**src/rtl/pipe_pkg.sv**
```systemverilog
// Shared pipeline constants: data width, register address width and MEM/WB control bundle layout.
package pipe_pkg;

  localparam int unsigned XLEN          = 32;
  localparam int unsigned REG_ADDR_W    = 5;
  localparam int unsigned CTRL_W        = 9;
  localparam int unsigned CTRL_REGWRITE = 5;
  localparam int unsigned CTRL_MEMTOREG = 6;
  localparam int unsigned WB_CNT_W      = 32;

  // Writeback source select: load data when MemtoReg is set, otherwise the ALU result.
  function automatic logic [XLEN-1:0] wb_select(input logic          memtoreg,
                                                input logic [XLEN-1:0] load_data,
                                                input logic [XLEN-1:0] alu_data);
    return memtoreg ? load_data : alu_data;
  endfunction

endpackage

```
**src/rtl/regfile_core.sv**
```systemverilog
// Register storage array: two combinational read ports, one write port, x0 hardwired to zero.
module regfile_core
  import pipe_pkg::*;
#(
  parameter int unsigned XLEN  = pipe_pkg::XLEN,
  parameter int unsigned NREGS = 32
) (
  input  logic                  clk,
  input  logic                  rst_n,
  input  logic                  we,
  input  logic [REG_ADDR_W-1:0] waddr,
  input  logic [XLEN-1:0]       wdata,
  input  logic [REG_ADDR_W-1:0] raddr1,
  input  logic [REG_ADDR_W-1:0] raddr2,
  output logic [XLEN-1:0]       rdata1_c,
  output logic [XLEN-1:0]       rdata2_c
);

  logic [XLEN-1:0] regs_q [NREGS];
  logic [XLEN-1:0] regs_d [NREGS];

  // Next array contents: a single write per edge, never to x0.
  always_comb begin
    regs_d = regs_q;
    if (we && (waddr != '0)) begin
      regs_d[waddr] = wdata;
    end
  end

  // Array state; reset clears every entry without waiting for a clock.
  always_ff @(posedge clk or negedge rst_n) begin
    if (!rst_n) begin
      regs_q <= '{default: '0};
    end else begin
      regs_q <= regs_d;
    end
  end

  // Read ports; address 0 always returns zero.
  always_comb begin
    rdata1_c = (raddr1 == '0) ? '0 : regs_q[raddr1];
    rdata2_c = (raddr2 == '0) ? '0 : regs_q[raddr2];
  end

endmodule

```
**src/rtl/wb_regfile.sv**
```systemverilog
// Writeback stage + register file: writeback mux, commit counter and optional
// same-cycle write-through bypass (enabled by defining WB_BYPASS_EN).
module wb_regfile
  import pipe_pkg::*;
#(
  parameter int unsigned XLEN  = pipe_pkg::XLEN,
  parameter int unsigned NREGS = 32
) (
  input  logic                  CLK,
  input  logic                  RST_N,
  input  logic [XLEN-1:0]       Read_data_in,
  input  logic [XLEN-1:0]       ALU_result_in,
  input  logic [CTRL_W-1:0]     ctrl_sig_in,
  input  logic                  write_en,
  input  logic [REG_ADDR_W-1:0] rd,
  input  logic [REG_ADDR_W-1:0] rs1,
  input  logic [REG_ADDR_W-1:0] rs2,
  output logic [XLEN-1:0]       rs1_data,
  output logic [XLEN-1:0]       rs2_data,
  output logic [XLEN-1:0]       wb_data,
  output logic [WB_CNT_W-1:0]   wb_count
);

  logic                commit_c;
  logic [XLEN-1:0]     core_rdata1_c;
  logic [XLEN-1:0]     core_rdata2_c;
  logic [WB_CNT_W-1:0] wb_count_q;
  logic [WB_CNT_W-1:0] wb_count_d;
  logic                unused_ctrl;

  // Only MemtoReg is consumed here; RegWrite arrives separately as write_en.
  assign unused_ctrl = ^{ctrl_sig_in[CTRL_W-1:CTRL_MEMTOREG+1], ctrl_sig_in[CTRL_MEMTOREG-1:0]};

  // Writeback source select and commit qualification (writes to x0 are dropped).
  always_comb begin
    wb_data  = wb_select(ctrl_sig_in[CTRL_MEMTOREG], Read_data_in, ALU_result_in);
    commit_c = write_en && (rd != '0);
  end

  regfile_core #(
    .XLEN  (XLEN),
    .NREGS (NREGS)
  ) u_core (
    .clk      (CLK),
    .rst_n    (RST_N),
    .we       (commit_c),
    .waddr    (rd),
    .wdata    (wb_data),
    .raddr1   (rs1),
    .raddr2   (rs2),
    .rdata1_c (core_rdata1_c),
    .rdata2_c (core_rdata2_c)
  );

  // Read data; with bypass a matching in-flight write is forwarded, but never during reset.
  always_comb begin
    rs1_data = core_rdata1_c;
    rs2_data = core_rdata2_c;
`ifdef WB_BYPASS_EN
    if (commit_c && RST_N && (rs1 == rd)) begin
      rs1_data = wb_data;
    end
    if (commit_c && RST_N && (rs2 == rd)) begin
      rs2_data = wb_data;
    end
`endif
  end

  // Commit counter next value; wraps naturally at 2^32.
  always_comb begin
    wb_count_d = wb_count_q + WB_CNT_W'(commit_c);
  end

  // Commit counter state.
  always_ff @(posedge CLK or negedge RST_N) begin
    if (!RST_N) begin
      wb_count_q <= '0;
    end else begin
      wb_count_q <= wb_count_d;
    end
  end

  assign wb_count = wb_count_q;

endmodule

```
**config.mk**
```make
export PLATFORM = sky130hd
export DESIGN_NAME = wb_regfile
export DESIGN_NICKNAME = d
export VERILOG_FILES = /design/src/rtl/pipe_pkg.sv /design/src/rtl/regfile_core.sv /design/src/rtl/wb_regfile.sv
export SDC_FILE = /design/constraint.sdc
export NUM_CORES = 2
export LEC_CHECK = 0
export CELL_PAD_IN_SITES_DETAIL_PLACEMENT = 1
export CELL_PAD_IN_SITES_GLOBAL_PLACEMENT = 2
export CORE_MARGIN = 2
export CORE_UTILIZATION = 45
export CTS_CLUSTER_SIZE = 14
export DETAILED_ROUTE_END_ITERATION = 16
export PLACE_DENSITY_LB_ADDON = 0.1
export SLEW_MARGIN = 20
export SYNTH_ARGS = -nofsm -noshare
export SYNTH_HDL_FRONTEND = slang
export SYNTH_SLANG_ARGS = --single-unit
```
**constraint.sdc**
```tcl
create_clock -name CLK -period 3.8 [get_ports CLK]
set_input_delay 0.57 -clock CLK [delete_from_list [all_inputs] [get_ports CLK]]
set_output_delay 0.57 -clock CLK [all_outputs]
set_load 0.05 [all_outputs]
```
== Yosys cells after proc, flatten, opt, wreduce, memory -nomap -nowiden ==
Cells that the tools add are included.

* $add $sub $neg: 1
* Magnitude comparators: 4
* Muxes and demuxes: 12
* Bitwise logic cells: 3
* Reduce and logical (&&, ||, !) cells: 6

{| class="wikitable"
|+ Operators with widths
! operator !! count
|-
| $bwmux W1024 || 1
|-
| $bmux W32 S5 || 2
|-
| $mux W32 || 8
|-
| $demux W32 S5 || 1
|-
| $add A32 B1 Y32 || 1
|-
| $ge A6 B6 Y1 const B || 3
|-
| $not A5 Y6 || 3
|-
| $logic_not A5 Y1 || 2
|-
| $lt A6 B1 Y1 const B || 1
|-
| $reduce_bool A5 Y1 || 1
|-
| $logic_and A1 B1 Y1 || 3
|}

* Bits in registers: 1,056
* Input bits: 91
* Output and inout bits: 128
* Logic and storage cells: 59

== Depth between registers and ports, before layout ==
* Depth after elaboration: 6
* Mapped depth: 10
* Mapped depth without buffers: 8

== By module ==
Synthesis repeated with hierarchy kept, for this count alone.

* Cells, all modules: 3,677
* Area total of the unflattened synthesis: 55,877.3 µm²

{| class="wikitable"
|+ By module, submodules not included
! module !! times used !! cells an instance !! area each (µm²) !! seq. area each (µm²)
|-
| regfile_core || 1 || 3,514 || 54,019.3 || 25,624.6
|-
| wb_regfile || 1 || 163 || 1,858.0 || 800.8
|}

== Worst setup path before layout ==
OpenSTA, ideal clock, no wires.

* Kind: input port to output port
* From: input port rs2[0]
* To: output port rs2_data[29]
* Arrival time: 2,857 ps
* Required time: 3,230 ps
* Path slack: 373 ps
* Cell stages on the path: 7
* Buffers on the path: 3
* Path through: buf_4 > buf_8 > and2b_4 > buf_6 > a221oi_1 > o21ai_0 > a311oi_1

* Longest elaborated chain between the ends: 5
* Elaborated cells on any way between the ends: 6
* Those cells by class: mux (4); bitwise (1); reduce/logical (1)

{| class="wikitable"
|+ RTL lines
! element !! line !! source
|-
| start, declared || wb_regfile.sv:17 || <nowiki>input logic [REG_ADDR_W-1:0] rs2,</nowiki>
|-
| $not A5 Y6 (not written as such) || regfile_core.sv:42 || <nowiki>rdata2_c = (raddr2 == '0) ? '0 : regs_q[raddr2];</nowiki>
|-
| $bmux W32 S5 || regfile_core.sv:42 ||
|-
| $mux W32 (not written as such) (2 in a row) || regfile_core.sv:42 ||
|-
| $mux W32 (*) || regfile_core.sv:42 ||
|-
| end, declared || wb_regfile.sv:19 || <nowiki>output logic [XLEN-1:0] rs2_data,</nowiki>
|}

Mark *: on every way between the ends. The rest lies on a longest branch, timed or not. The select of a mux whose other input is x is not followed.

== Worst setup path in the final report ==
* From: input port rs1[3]
* To: output port rs1_data[23]

* Longest elaborated chain between the ends: 5
* Elaborated cells on any way between the ends: 6
* Those cells by class: mux (4); bitwise (1); reduce/logical (1)

{| class="wikitable"
|+ RTL lines
! element !! line !! source
|-
| start, declared || wb_regfile.sv:16 || <nowiki>input logic [REG_ADDR_W-1:0] rs1,</nowiki>
|-
| $not A5 Y6 (not written as such) || regfile_core.sv:41 || <nowiki>rdata1_c = (raddr1 == '0) ? '0 : regs_q[raddr1];</nowiki>
|-
| $bmux W32 S5 || regfile_core.sv:41 ||
|-
| $mux W32 (not written as such) (2 in a row) || regfile_core.sv:41 ||
|-
| $mux W32 (*) || regfile_core.sv:41 ||
|-
| end, declared || wb_regfile.sv:18 || <nowiki>output logic [XLEN-1:0] rs1_data,</nowiki>
|}

Marks and branches as above.

==> flow_summary.json <==
{
  "drv_cap": 0,
  "synth-main-ff-cell": "dfrtp_1",
  "slowest_stage": "a311oi_1",
  "worstMarginPinSlew_ns": 1.069,
  "cts_hold_buffers": 1,
  "ys.warnings.count": 0,
  "avgSynthCellArea_sq_um": 11.16,
  "antenna_found_initial": 5,
  "postCtsResizedCells": 0,
  "grt_pass1_vias": 44750,
  "syn_inst": 4899,
  "grt.overflow.total": 0,
  "ant_nets": 0,
  "syn_nets": 4993,
  "cp-end-kind": "primary output",
  "die_height_um": 352.6,
  "syn_to_final_growth_pct": 18.12,
  "fillers": 12380,
  "fin_nets": 5095,
  "worst_skew_pair.late_latency_ns": 0.72,
  "worst_slack_ns": 0.1397,
  "synth_seq_area_share_pct": 48.33,
  "cts_buffers": 119,
  "min_path_type": "flip-flop to flip-flop",
  "start_kind": "input port",
  "clockBufferDepth": 3,
  "finalCritPeriodShare_pct": 96.32,
  "dr.pass1.iters": 5,
  "outcome": "finished clean",
  "ir_drop_v": 0.0004452,
  "vias": 42530,
  "synth_area_leader_cell": "dfrtp_1",
  "wirelength_um": 211000,
  "finalCriticalPeriod_ns": 3.660,
  "synth_cell_types": 52,
  "start_util_pct": 45.45,
  "cts_tree": "yes",
  "synth_commonest_cells": "dfrtp_1 (1,056), nand2_1 (660), o21ai_0 (584), mux4_2 (448), nor2_1 (407)",
  "yosysTopAreaCellShare_pct": 48.33,
  "slew_violations": 0,
  "skew_ns": 0.005123,
  "io_buffers": 210,
  "slowest_delay_ns": 0.86,
  "drive_gt1_share_pct": 23.43,
  "synth_area_sq_um": 54670,
  "cts.reportedPaths.clkPinSlew_ns": 0.06,
  "grt_usage_pct": 34.25,
  "fin_tns_setup_ns": 0,
  "synth_edf_count": 0,
  "hpwlAfterDp_um": 134000,
  "dieArea_sq_um": 124300,
  "setup_viol": 0,
  "p_per_area_nw_per_um2": 555.3,
  "cts_root_buffer": "clkbuf_16",
  "cp_top_family": "compound AO/OA/AOI/OAI gates",
  "avgRoutedWirePerCell_um": 31.45,
  "drc": 0,
  "yosysMostFrequentCell": "dfrtp_1",
  "drt_iter0_drc": 3725,
  "io_pins": 219,
  "synthTopCellsByArea": "dfrtp_1 (48%), mux4_2 (18%), o21ai_0 (5.3%), nand2_1 (4.5%), a21oi_1 (3.5%)",
  "synth_seq_cells": 1056,
  "maxSlewHeadroom_pct": 28.24,
  "rsz0062_at_grt": "no",
  "timing.hold.ws_ns": 0.3943,
  "max_freq_mhz": 273.2,
  "crit_type": "input port to primary output",
  "crit_path_max_fanout": 14,
  "critPathBufInv": 2,
  "dpl_worst_slack_ns": 0.2303,
  "htreeDepth": 3,
  "grt_max_degree": 149,
  "path_cells": "buf_2 -> nor2b_4 -> a22oi_1 -> a311oi_1 -> buf_12",
  "grt_pass1_wl_um": 313300,
  "final_util_pct": 53.69,
  "async_flop_share_pct": 100.0,
  "clock-sinks": 1056,
  "gp_congestion": 0.8275,
  "crit_arrival_ns": 3.09,
  "dieWidth_um": 352.6,
  "viasPerCell": 6.339,
  "p_total_mw": 35.86,
  "core_sq_um": 120300,
  "post_cts_buffers": 0,
  "power.leakage_nw": 27.44,
  "rows": 127,
  "cp.required_ns": 3.23,
  "finalHoldViolCount": 0
}
## metal layers
metal	part of all wire, %	track usage [%]	up-vias
met1	44	49.47	22640
li1	-	-	18010
met4	3.2	10.96	2
met5	0.0062	0	-
met3	7.1	6.365	360
met2	46	52.51	1523
## area by class of cell
class                      count  area, sq um  share of cell area (%)
antenna                        2        5.005                0.007750
clock buffer                 182         3620                   5.605
clock inverter                33        409.1                  0.6335
inverter                      35        136.4                  0.2112
multi-input combinational   3273        25940                   40.17
sequential                  1056        26430                   40.92
tap                         1612         2017                   3.123
timing repair buffer         516         6023                   9.327
## stage by stage
step,area [sq um],cells
6_report,64580,6709
3_3_place_gp,60530,6491
5_1_grt,64570,6707
4_1_cts,64570,6707
3_5_place_dp,60540,6491
2_1_floorplan,54670,4899
## power breakdown
group          internal, mW  switching, mW
clock network          7.11           4.90
registers              13.5           1.86
logic                  4.16           4.29
total                  24.8           11.1
## worst register-to-register path, stage by stage, from the launching register on
cell and delay [ns]:
dfrtp_1 0.46, nand4_1 0.33, nor4_4 0.69, nand4_1 0.19, xnor2_1 0.17
## cells by family (layout without fill, tap and decap cells)
kind of cell | after synthesis | in the layout | synth area share [%]
adders and majority gates | 3 | 3 | 0.06866
muxes | 672 | 672 | 22.70
and+or+nand+nor | 1209 | 1209 | 9.085
buffers and inverters | 570 | 766 | 5.351
xor gates and xnor gates | 29 | 29 | 0.4646
other | 0 | 2 | 0
DFF | 1056 | 1056 | 48.33
AOI/OAI and AO/OA | 1360 | 1360 | 13.99
## registers in the layout, summed over array words and instances (netlist names)
register,count
u_core.regs_q,1024
wb_count,32
## path summary, 6_finish.rpt
kind	from	end	slack, ns	depth (start not counted)
max in group asynchronous	RST_N	u_core.regs_q[807]$_DFFE_PN0P_	2.09	4
min in group asynchronous	RST_N	u_core.regs_q[307]$_DFFE_PN0P_	0.42	2
min reg2reg	u_core.regs_q[995]$_DFFE_PN0P_	u_core.regs_q[995]$_DFFE_PN0P_	0.39	0
max	rs1[3]	rs1_data[23]	0.14	5
max reg2reg	wb_count[3]$_DFF_PN0_	wb_count[26]$_DFF_PN0_	1.85	4
min	u_core.regs_q[995]$_DFFE_PN0P_	u_core.regs_q[995]$_DFFE_PN0P_	0.39	0
## cells in the final DEF (no fill, tap or decap), types with 7 or more instances in the layout
| cell type | count |
|---|---|
| nand4_1 | 9 |
| clkbuf_8 | 32 |
| a211oi_1 | 64 |
| a21oi_1 | 384 |
| clkbuf_1 | 27 |
| o21ai_2 | 9 |
| mux2i_1 | 128 |
| a221oi_1 | 45 |
| o2111ai_1 | 18 |
| nor2_4 | 14 |
| a311oi_1 | 63 |
| clkbuf_16 | 123 |
| o21ai_1 | 126 |
| mux2i_4 | 26 |
| and3_1 | 7 |
| mux4_2 | 448 |
| buf_12 | 146 |
| bufinv_16 | 9 |
| xnor2_1 | 25 |
| buf_4 | 244 |
| o21ai_0 | 584 |
| nand2b_4 | 7 |
| nor2_1 | 393 |
| a22oi_1 | 64 |
| nand3_1 | 15 |
| clkdlybuf4s50_1 | 114 |
| clkinv_2 | 18 |
| inv_1 | 33 |
| mux2_2 | 64 |
| nor2b_1 | 64 |
| dfrtp_1 | 1056 |
| nand2_1 | 657 |
(Power assumes the default switching activity.)
